==> src/rtl/ship_motion.sv <==
// Per-frame ship state engine: rotation, thrust, drag and wrapped position update,
// followed by a plot handshake with the sprite drawer.
module ship_motion #(
  parameter int SCREEN_W    = 320,
  parameter int SCREEN_H    = 240,
  parameter int MAX_SPEED   = 48,
  parameter int ROT_DIV     = 4,
  parameter int DRAG_PERIOD = 8
) (
  input  logic       clk,
  input  logic       reset,
  input  logic       frame_tick,
  input  logic       rot_left,
  input  logic       rot_right,
  input  logic       thrust,
  input  logic       draw_done,
  output logic [9:0] x_pos,
  output logic [9:0] y_pos,
  output logic [5:0] direction,
  output logic       plot,
  output logic       busy
);

  localparam int ROT_W  = (ROT_DIV > 1) ? $clog2(ROT_DIV) : 1;
  localparam int DRAG_W = (DRAG_PERIOD > 1) ? $clog2(DRAG_PERIOD) : 1;

  typedef enum logic [1:0] {IDLE, UPDATE, PLOT, WAIT_DONE} state_t;

  state_t            state_reg;
  logic [3:0]        heading_reg;
  logic [ROT_W-1:0]  rot_cnt_reg;
  logic [DRAG_W-1:0] drag_cnt_reg;
  logic              plot_reg;
  logic              busy_reg;

  logic              update_en;
  logic              drag_hit;
  logic              rot_one;
  logic signed [2:0] thrust_d [2];
  logic [9:0]        pos_px [2];

  // Heading-vector ROM shared with draw_ship: {x_neg, |dx|, y_up, |dy|}.
  always_comb begin
    direction = 6'b000111;
    case (heading_reg)
      4'd0:  direction = 6'b000111;
      4'd1:  direction = 6'b001111;
      4'd2:  direction = 6'b011111;
      4'd3:  direction = 6'b011101;
      4'd4:  direction = 6'b011000;
      4'd5:  direction = 6'b011001;
      4'd6:  direction = 6'b011011;
      4'd7:  direction = 6'b001011;
      4'd8:  direction = 6'b000011;
      4'd9:  direction = 6'b101011;
      4'd10: direction = 6'b111011;
      4'd11: direction = 6'b111001;
      4'd12: direction = 6'b111000;
      4'd13: direction = 6'b111101;
      4'd14: direction = 6'b111111;
      4'd15: direction = 6'b101111;
      default: direction = 6'b000111;
    endcase
  end

  // Thrust vector always comes from the heading held before this frame's rotation.
  assign thrust_d[0] = direction[5] ? -$signed({1'b0, direction[4:3]}) : $signed({1'b0, direction[4:3]});
  assign thrust_d[1] = direction[2] ? -$signed({1'b0, direction[1:0]}) : $signed({1'b0, direction[1:0]});

  assign update_en = (state_reg == UPDATE);
  assign drag_hit  = (drag_cnt_reg == DRAG_W'(DRAG_PERIOD - 1));
  assign rot_one   = rot_left ^ rot_right;

  for (genvar gi = 0; gi < 2; gi++) begin : g_axis
    localparam logic signed [15:0] SPAN    = 16'((gi == 0 ? SCREEN_W : SCREEN_H) * 16);
    localparam logic [13:0]        POS_RST = 14'((gi == 0 ? 144 : 104) * 16);
    localparam logic signed [8:0]  VMAX    = 9'(MAX_SPEED);

    logic signed [7:0]  vel_reg;
    logic signed [7:0]  vel_next;
    logic [13:0]        pos_reg;
    logic [13:0]        pos_next;
    logic signed [8:0]  vel_sum;
    logic signed [15:0] pos_sum;

    always_comb begin
      vel_sum  = {vel_reg[7], vel_reg} + {{6{thrust_d[gi][2]}}, thrust_d[gi]};
      vel_next = vel_reg;
      if (thrust) begin
        if (vel_sum > VMAX)
          vel_next = VMAX[7:0];
        else if (vel_sum < -VMAX)
          vel_next = 8'(-VMAX);
        else
          vel_next = vel_sum[7:0];
      end else if (drag_hit) begin
        if (vel_reg > 8'sd0)
          vel_next = vel_reg - 8'sd1;
        else if (vel_reg < 8'sd0)
          vel_next = vel_reg + 8'sd1;
      end
      // |v| <= 127 sub-pixels, so one wrap correction is always enough.
      pos_sum = {2'b00, pos_reg} + {{8{vel_next[7]}}, vel_next};
      if (pos_sum < 16'sd0)
        pos_sum = pos_sum + SPAN;
      else if (pos_sum >= SPAN)
        pos_sum = pos_sum - SPAN;
      pos_next = pos_sum[13:0];
    end

    always_ff @(posedge clk or posedge reset) begin
      if (reset) begin
        vel_reg <= '0;
        pos_reg <= POS_RST;
      end else if (update_en) begin
        vel_reg <= vel_next;
        pos_reg <= pos_next;
      end
    end

    assign pos_px[gi] = pos_reg[13:4];
  end

  assign x_pos = pos_px[0];
  assign y_pos = pos_px[1];
  assign plot  = plot_reg;
  assign busy  = busy_reg;

  always_ff @(posedge clk or posedge reset) begin
    if (reset) begin
      state_reg    <= IDLE;
      heading_reg  <= '0;
      rot_cnt_reg  <= '0;
      drag_cnt_reg <= '0;
      plot_reg     <= 1'b0;
      busy_reg     <= 1'b0;
    end else begin
      plot_reg <= 1'b0;
      case (state_reg)
        IDLE: begin
          if (frame_tick) begin
            state_reg <= UPDATE;
            busy_reg  <= 1'b1;
          end
        end
        UPDATE: begin
          state_reg <= PLOT;
          plot_reg  <= 1'b1;
          if (rot_one) begin
            if (rot_cnt_reg == '0)
              heading_reg <= heading_reg + (rot_right ? 4'd1 : 4'd15);
            rot_cnt_reg <= (rot_cnt_reg == ROT_W'(ROT_DIV - 1)) ? '0 : rot_cnt_reg + 1'b1;
          end else begin
            rot_cnt_reg <= '0;
          end
          if (thrust || drag_hit)
            drag_cnt_reg <= '0;
          else
            drag_cnt_reg <= drag_cnt_reg + 1'b1;
        end
        PLOT: state_reg <= WAIT_DONE;
        WAIT_DONE: begin
          if (draw_done) begin
            state_reg <= IDLE;
            busy_reg  <= 1'b0;
          end
        end
        default: state_reg <= IDLE;
      endcase
    end
  end

endmodule

==> config.mk <==
export PLATFORM = sky130hd
export DESIGN_NAME = ship_motion
export DESIGN_NICKNAME = d
export VERILOG_FILES = /design/src/rtl/ship_motion.sv
export SDC_FILE = /design/constraint.sdc
export NUM_CORES = 1
export LEC_CHECK = 0
export BUFFER_PORTS_ARGS = -buffer_cell sky130_fd_sc_hd__buf_2
export CAP_MARGIN = 5
export CORE_MARGIN = 2
export CORE_UTILIZATION = 60
export DETAILED_ROUTE_END_ITERATION = 6
export PLACE_DENSITY = 0.78
export SYNTH_ARGS = -nofsm -noshare
export SYNTH_HDL_FRONTEND = slang
export SYNTH_SLANG_ARGS = --single-unit
==> constraint.sdc <==
create_clock -name clk -period 9.2 [get_ports clk]
set_input_delay 2.3 -clock clk [delete_from_list [all_inputs] [get_ports clk]]
set_output_delay 2.3 -clock clk [all_outputs]
set_load 0.1 [all_outputs]
# Word level (Yosys, flattened, before mapping)
# Memories as Yosys holds them, arrays and structs flattened.
# Index checks and enable logic that the tools add are counted.
# totals
register_bits	57
mem_bits_ro	96
inputBits	7
out_inout_bits	28
wordCells	84
n_memories	1
# memory_table
name	depth	word_bits	rd	rd_ports_with_merged_regs	write_ports	line	rtl
(name not given)	16	6	1	0	0	45	case (heading_reg)
# op_classes
n_addsub	17
order_cmp	12
eq_ne	7
n_mux	29
bitwise	1
reduce_logical	7
# op_table
operator	n
$mux W8	12
$mux W14	4
$add A15 B8 Y16	2
$lt A16 B1 Y1 const B	2
$add A8 B3 Y9	2
$gt A9 B7 Y1 const B	2
$lt A9 B7 Y1 const B	2
$add A8 B2 Y8 const B	2
$ge A16 B13 Y1 const B	1
$ge A16 B14 Y1 const B	1
$gt A8 B1 Y1 const B	2
$lt A8 B1 Y1 const B	2
$sub A8 B2 Y8 const B	2
$add A14 B13 Y14 const B	1
$add A14 B14 Y14 const B	1
$sub A14 B13 Y14 const B	1
$sub A14 B14 Y14 const B	1
$mux W3	3
$mux W2	4
$pmux W2 S4	1
$eq A2 B2 Y1 const B	3
$neg A2 Y3	2
$reduce_and A3 Y1	2
$add A4 B4 Y4	1
other kinds (13)	17

# Longest topological paths before layout
# An unclocked memory read counts as a cell.
# logic_depth
depth_word	12
ltp_mapped	32

# Worst setup path before layout
# Ideal clock, no wire load.
# synth_path
path_kind	reg-to-reg
startpoint	reg heading_reg[2]
endpoint	reg g_axis[0].pos_reg[10]
setup_ns	0.096
t_arrival_ns	7.012
setup_slack_ns	2.092
path_stages_with_launch	31
path_buffers	1
period_less_slack_ns	7.108
cell_sequence	dfrtp_1 -> buf_2 -> or3_1 -> nand2_1 -> inv_1 -> a21o_1 -> ha_1 -> a21o_1 -> a21oi_1 -> nand2b_1 -> a21oi_1 -> o22ai_1 -> xnor2_1 -> a31oi_1 -> nor2_1 -> o2bb2ai_1 -> ha_1 -> fa_1 -> a211oi_2 -> o21ai_1 -> a41oi_2 -> nor2b_1 -> xnor2_1 -> ha_1 -> o2111ai_1 -> nor4_1 -> o2111ai_1 -> a21boi_1 -> nor2_1 -> and3_1 -> o31ai_1
# synth_via
elab_chain_len	12
word_cells_on_any_way	16
cone_classes	5 x add/sub; 4 x order compare; 6 x mux; 1 x memory
# synth_lines
element	line	rtl
start: declaration	30	logic [3:0] heading_reg;
start signal: assignment	151	heading_reg <= heading_reg + (rot_right ? 4'd1 : 4'd15);
$mem_v2 Z16 W6 (*)	--	
net direction[3]	19	output logic [5:0] direction,
$neg A2 Y3	67	assign thrust_d[0] = direction[5] ? -$signed({1'b0, direction[4:3]}) : $signed({1'b0, direction[4:3]});
$mux W3 (*)	67	
$add A8 B3 Y9 (*)	87	vel_sum = {vel_reg[7], vel_reg} + {{6{thrust_d[gi][2]}}, thrust_d[gi]};
$lt A9 B7 Y1	92	else if (vel_sum < -VMAX)
$mux W8	92	
$mux W8 (*)	90	if (vel_sum > VMAX)
$mux W8 (*)	89	if (thrust) begin
net g_axis[0].vel_next[0]	80	logic signed [7:0] vel_next;
$add A15 B8 Y16 (*)	103	pos_sum = {2'b00, pos_reg} + {{8{vel_next[7]}}, vel_next};
$sub A14 B14 Y14 / $ge A16 B14 Y1 (equally long branches)	107, 106	
$mux W14	106	else if (pos_sum >= SPAN)
$mux W14 (*)	104	if (pos_sum < 16'sd0)
end signal: assignment	117	pos_reg <= pos_next;
end: declaration	81	logic [13:0] pos_reg;
# Mark *: on every way through the listed nets, which the timed path passes. The rest lies on a longest branch.
# A chain may end at the register's enable or synchronous reset.

# Worst setup path after layout
# layout_path
startpoint	reg heading_reg[2]
endpoint	reg g_axis[0].pos_reg[10]
# layout_via
elab_chain_len	12
word_cells_on_any_way	16
cone_classes	5 x add/sub; 4 x order compare; 6 x mux; 1 x memory
# layout_lines
element	line
$mem_v2 Z16 W6 (*)	--
$neg A2 Y3	67
$mux W3 (*)	67
$add A8 B3 Y9 (*)	87
$lt A9 B7 Y1	92
$mux W8	92
$mux W8 (*)	90
$mux W8 (*)	89
net g_axis[0].vel_next[0]	80
$add A15 B8 Y16 (*)	103
$sub A14 B14 Y14 / $ge A16 B14 Y1 (equally long branches)	107, 106
$mux W14	106
$mux W14 (*)	104
# Marked as above.

==> impl_metrics.xml <==
<?xml version="1.0" encoding="UTF-8"?>
<metrics>
  <group name="outcome">
    <metric name="run_status" unit="">finished, final reports clean</metric>
  </group>
  <group name="detailed_routing">
    <metric name="drt_iter0_markers" unit="">532</metric>
    <metric name="detail_route.first_pass.iterations" unit="">5</metric>
    <metric name="drt-vias-per-instance" unit="">6.34</metric>
    <metric name="drc_errors" unit="">0</metric>
    <metric name="detailroute.via_count" unit="">5759</metric>
    <metric name="drt_wl_total" unit="um">15200</metric>
    <metric name="antenna_left" unit="">0</metric>
    <metric name="wl_per_cell" unit="um">16.8</metric>
  </group>
  <group name="placement">
    <metric name="dp_hpwl" unit="um">11300</metric>
    <metric name="buffer_ports.inserted" unit="">34</metric>
    <metric name="placed_cells" unit="">894</metric>
    <metric name="place_congestion" unit="">0.926</metric>
  </group>
  <group name="clock_network">
    <metric name="clock_tree_from_tritoncts" unit="">done</metric>
    <metric name="clock-root-buffer" unit="">clkbuf_8</metric>
    <metric name="cts-buffers-inserted" unit="">9</metric>
    <metric name="cts_setup_buffers" unit="">0</metric>
    <metric name="post_cts_resize_count" unit="">0</metric>
    <metric name="htree_num_levels" unit="">3</metric>
    <metric name="ctsLongestPathBuffers" unit="">2</metric>
    <metric name="cts.sink_count" unit="">57</metric>
    <metric name="clk-insertion-delay-late" unit="ps">350</metric>
    <metric name="cts_hold_buffers" unit="">0</metric>
    <metric name="worst_setup_hold_path_clk_slew" unit="ps">70</metric>
  </group>
  <group name="global_routing">
    <metric name="grt.total_usage" unit="%">27.7</metric>
    <metric name="global_route_wire_length_before_repair" unit="um">26000</metric>
    <metric name="grt_antenna_before_repair" unit="">0</metric>
    <metric name="grt-ovfl-total" unit="">0</metric>
    <metric name="vias_in_the_first_global_route" unit="">5549</metric>
    <metric name="pin_count_of_the_biggest_net_entering_global_routing" unit="">64</metric>
  </group>
  <group name="die">
    <metric name="floorplan.initialDensity" unit="%">62.0</metric>
    <metric name="floorplan.core_area" unit="um^2">10300</metric>
    <metric name="chipHeight" unit="um">107</metric>
    <metric name="io_pins" unit="">35</metric>
    <metric name="die_area" unit="um^2">11500</metric>
    <metric name="die_width" unit="um">107</metric>
    <metric name="std_cell_rows" unit="">37</metric>
  </group>
  <group name="sta">
    <metric name="finalCritPeriodShare" unit="%">78.1</metric>
    <metric name="peak_clock_frequency_supported_by_timing" unit="MHz">139</metric>
    <metric name="slew_violations" unit="">0</metric>
    <metric name="setup_viol_count_final" unit="">0</metric>
    <metric name="hold_violations" unit="">0</metric>
    <metric name="slew-limit-headroom" unit="%">30.1</metric>
    <metric name="minimum_clock_period_after_layout" unit="ps">7180</metric>
    <metric name="grt_setup_unrepaired" unit="">false</metric>
    <metric name="setup_tns" unit="ps">0</metric>
    <metric name="worstMarginPinSlew" unit="ps">1050</metric>
    <metric name="timing.clock.skew" unit="ps">14.8</metric>
  </group>
  <group name="synthesis">
    <metric name="asyncSetResetFlopFracSynth" unit="%">100</metric>
    <metric name="synthesis.yosys.warnings" unit="">0</metric>
    <metric name="synth_area" unit="um^2">6400</metric>
    <metric name="synth-edff-count" unit="">0</metric>
    <metric name="synthesis.area_per_instance" unit="um^2">8.27</metric>
    <metric name="seq_area_frac_synth" unit="%">22.4</metric>
    <metric name="syn_inst" unit="">774</metric>
    <metric name="netlist-cell-type-count" unit="">83</metric>
    <metric name="number_of_register_bits_inferred_by_synthesis" unit="">57</metric>
    <metric name="net_count_after_synthesis" unit="">849</metric>
    <metric name="synth_flop_cell" unit="">dfrtp_1</metric>
  </group>
  <group name="min_path">
    <metric name="hp-class" unit="">reg2reg</metric>
  </group>
  <group name="finish">
    <metric name="most-common-layout-cells" unit="">64 x nor2_1, 62 x ha_1, 55 x inv_1, 55 x nand2_1, 52 x dfrtp_1</metric>
    <metric name="fillers" unit="">871</metric>
    <metric name="insertedDiodeCount" unit="">0</metric>
    <metric name="mostFrequentLayoutCell" unit="">nor2_1</metric>
    <metric name="largest_reg_flops" unit="">28</metric>
    <metric name="layout_net_count" unit="">844</metric>
    <metric name="layoutNonFillerInstCount" unit="">909</metric>
    <metric name="area_growth_syn_to_layout" unit="%">4.32</metric>
    <metric name="area_occupied_by_multi_input_gates" unit="um^2">4470</metric>
    <metric name="register_area" unit="um^2">1430</metric>
    <metric name="layout_cell_share_with_drive_strength_beyond_1" unit="%">13.2</metric>
  </group>
  <group name="worst_setup_path">
    <metric name="crit_path_frequent_cell" unit="">ha_1</metric>
    <metric name="cp_max_fo" unit="">9</metric>
    <metric name="crit_path_required_time" unit="ps">9450</metric>
    <metric name="setup.worst_path.end_class" unit="">flip-flop</metric>
    <metric name="worst_setup_path_start_kind" unit="">flip-flop</metric>
    <metric name="critPathSlowestCell" unit="">dfrtp_1</metric>
    <metric name="critPathArrivalTime" unit="ps">7440</metric>
    <metric name="worst_path_largest_cell_delay" unit="ps">480</metric>
    <metric name="path_class" unit="">reg2reg</metric>
  </group>
  <group name="run">
    <metric name="cap_viol_max_count" unit="">0</metric>
  </group>
</metrics>
[final timing paths]
path,startpoint,slack (ps),endpoint,depth (start not counted)
max in group asynchronous,reset,6510,g_axis[1].vel_reg[0]$_DFFE_PP0P_,3
min in group asynchronous,reset,2130,g_axis[1].pos_reg[6]$_DFFE_PP0P_,3
max reg2reg,heading_reg[2]$_DFFE_PP0P_,2020,g_axis[0].pos_reg[10]$_DFFE_PP0P_,29
min,g_axis[1].pos_reg[3]$_DFFE_PP0P_,490,g_axis[1].pos_reg[3]$_DFFE_PP0P_,1
min reg2reg,g_axis[1].pos_reg[3]$_DFFE_PP0P_,490,g_axis[1].pos_reg[3]$_DFFE_PP0P_,1
max,heading_reg[2]$_DFFE_PP0P_,2020,g_axis[0].pos_reg[10]$_DFFE_PP0P_,29
[kinds of logic after synthesis]
family | synth area share (%)
AOI/OAI and AO/OA | 26.8
xor gates and xnor gates | 7.92
adders and majority gates | 13.9
buffers and inverters | 7.82
DFF | 22.4
muxes | 4.57
and+or+nand+nor | 16.7
[layer usage]
| layer | global-route usage (%) | share of wire [%] | vias to the layer above |
|---|---|---|---|
| li1 | - | - | 2785 |
| met1 | 36.4 | 46 | 2755 |
| met2 | 46.0 | 47 | 182 |
| met3 | 4.48 | 4.6 | 37 |
| met4 | 10.2 | 2.4 | 0 |
| met5 | 0 | 0 | - |
[per-stage QoR]
step	hold WS, ps	setup WS, ps	cell area [um^2]	utilization, %
2_1_floorplan	460	2090	6400	-
3_3_place_gp	470	2070	6470	62.7
3_5_place_dp	483	1860	6470	62.7
4_1_cts	500	2150	6680	64.7
5_1_grt	515	1520	6680	64.7
6_report	492	2020	6680	64.7
[worst max-delay path: cells and delay by family (launching register included)]
kind / cells / cell delay, ps
compound gates: 14 / 3060
simple gates: 8 / 1890
fa+ha+maj: 4 / 1170
flops: 1 / 480
xor+xnor: 2 / 340
buf+inv: 1 / 140
[cell type report]
cell class | instances | area share [%]
clock inverter | 5 | 1.22
tap | 136 | 2.55
clock buffer | 10 | 1.91
multi-input combinational | 609 | 66.9
sequential | 57 | 21.5
timing repair buffer | 36 | 2.77
inverter | 56 | 3.15
[Yosys cell counts, types with 9 or more instances]
library cell	number	area share, %
o21ai_0	43	3.4
a21o_1	19	2.2
inv_1	56	3.3
o21a_1	12	1.4
mux2_2	18	3.2
ha_1	63	12
buf_4	21	2.5
o2111ai_1	9	1.2
a21oi_1	46	3.6
clkbuf_1	27	1.6
nor3_1	15	1.2
nand2_1	55	3.2
dfrtp_1	52	20
nand3_1	23	1.8
nor2_1	64	3.8
xnor2_1	42	5.7
a211oi_1	12	1.4
xor2_1	14	1.9
Power is left out: the tool's default activity adds up to more than one toggle a clock period on the data nets, which glitch-free logic cannot reach.
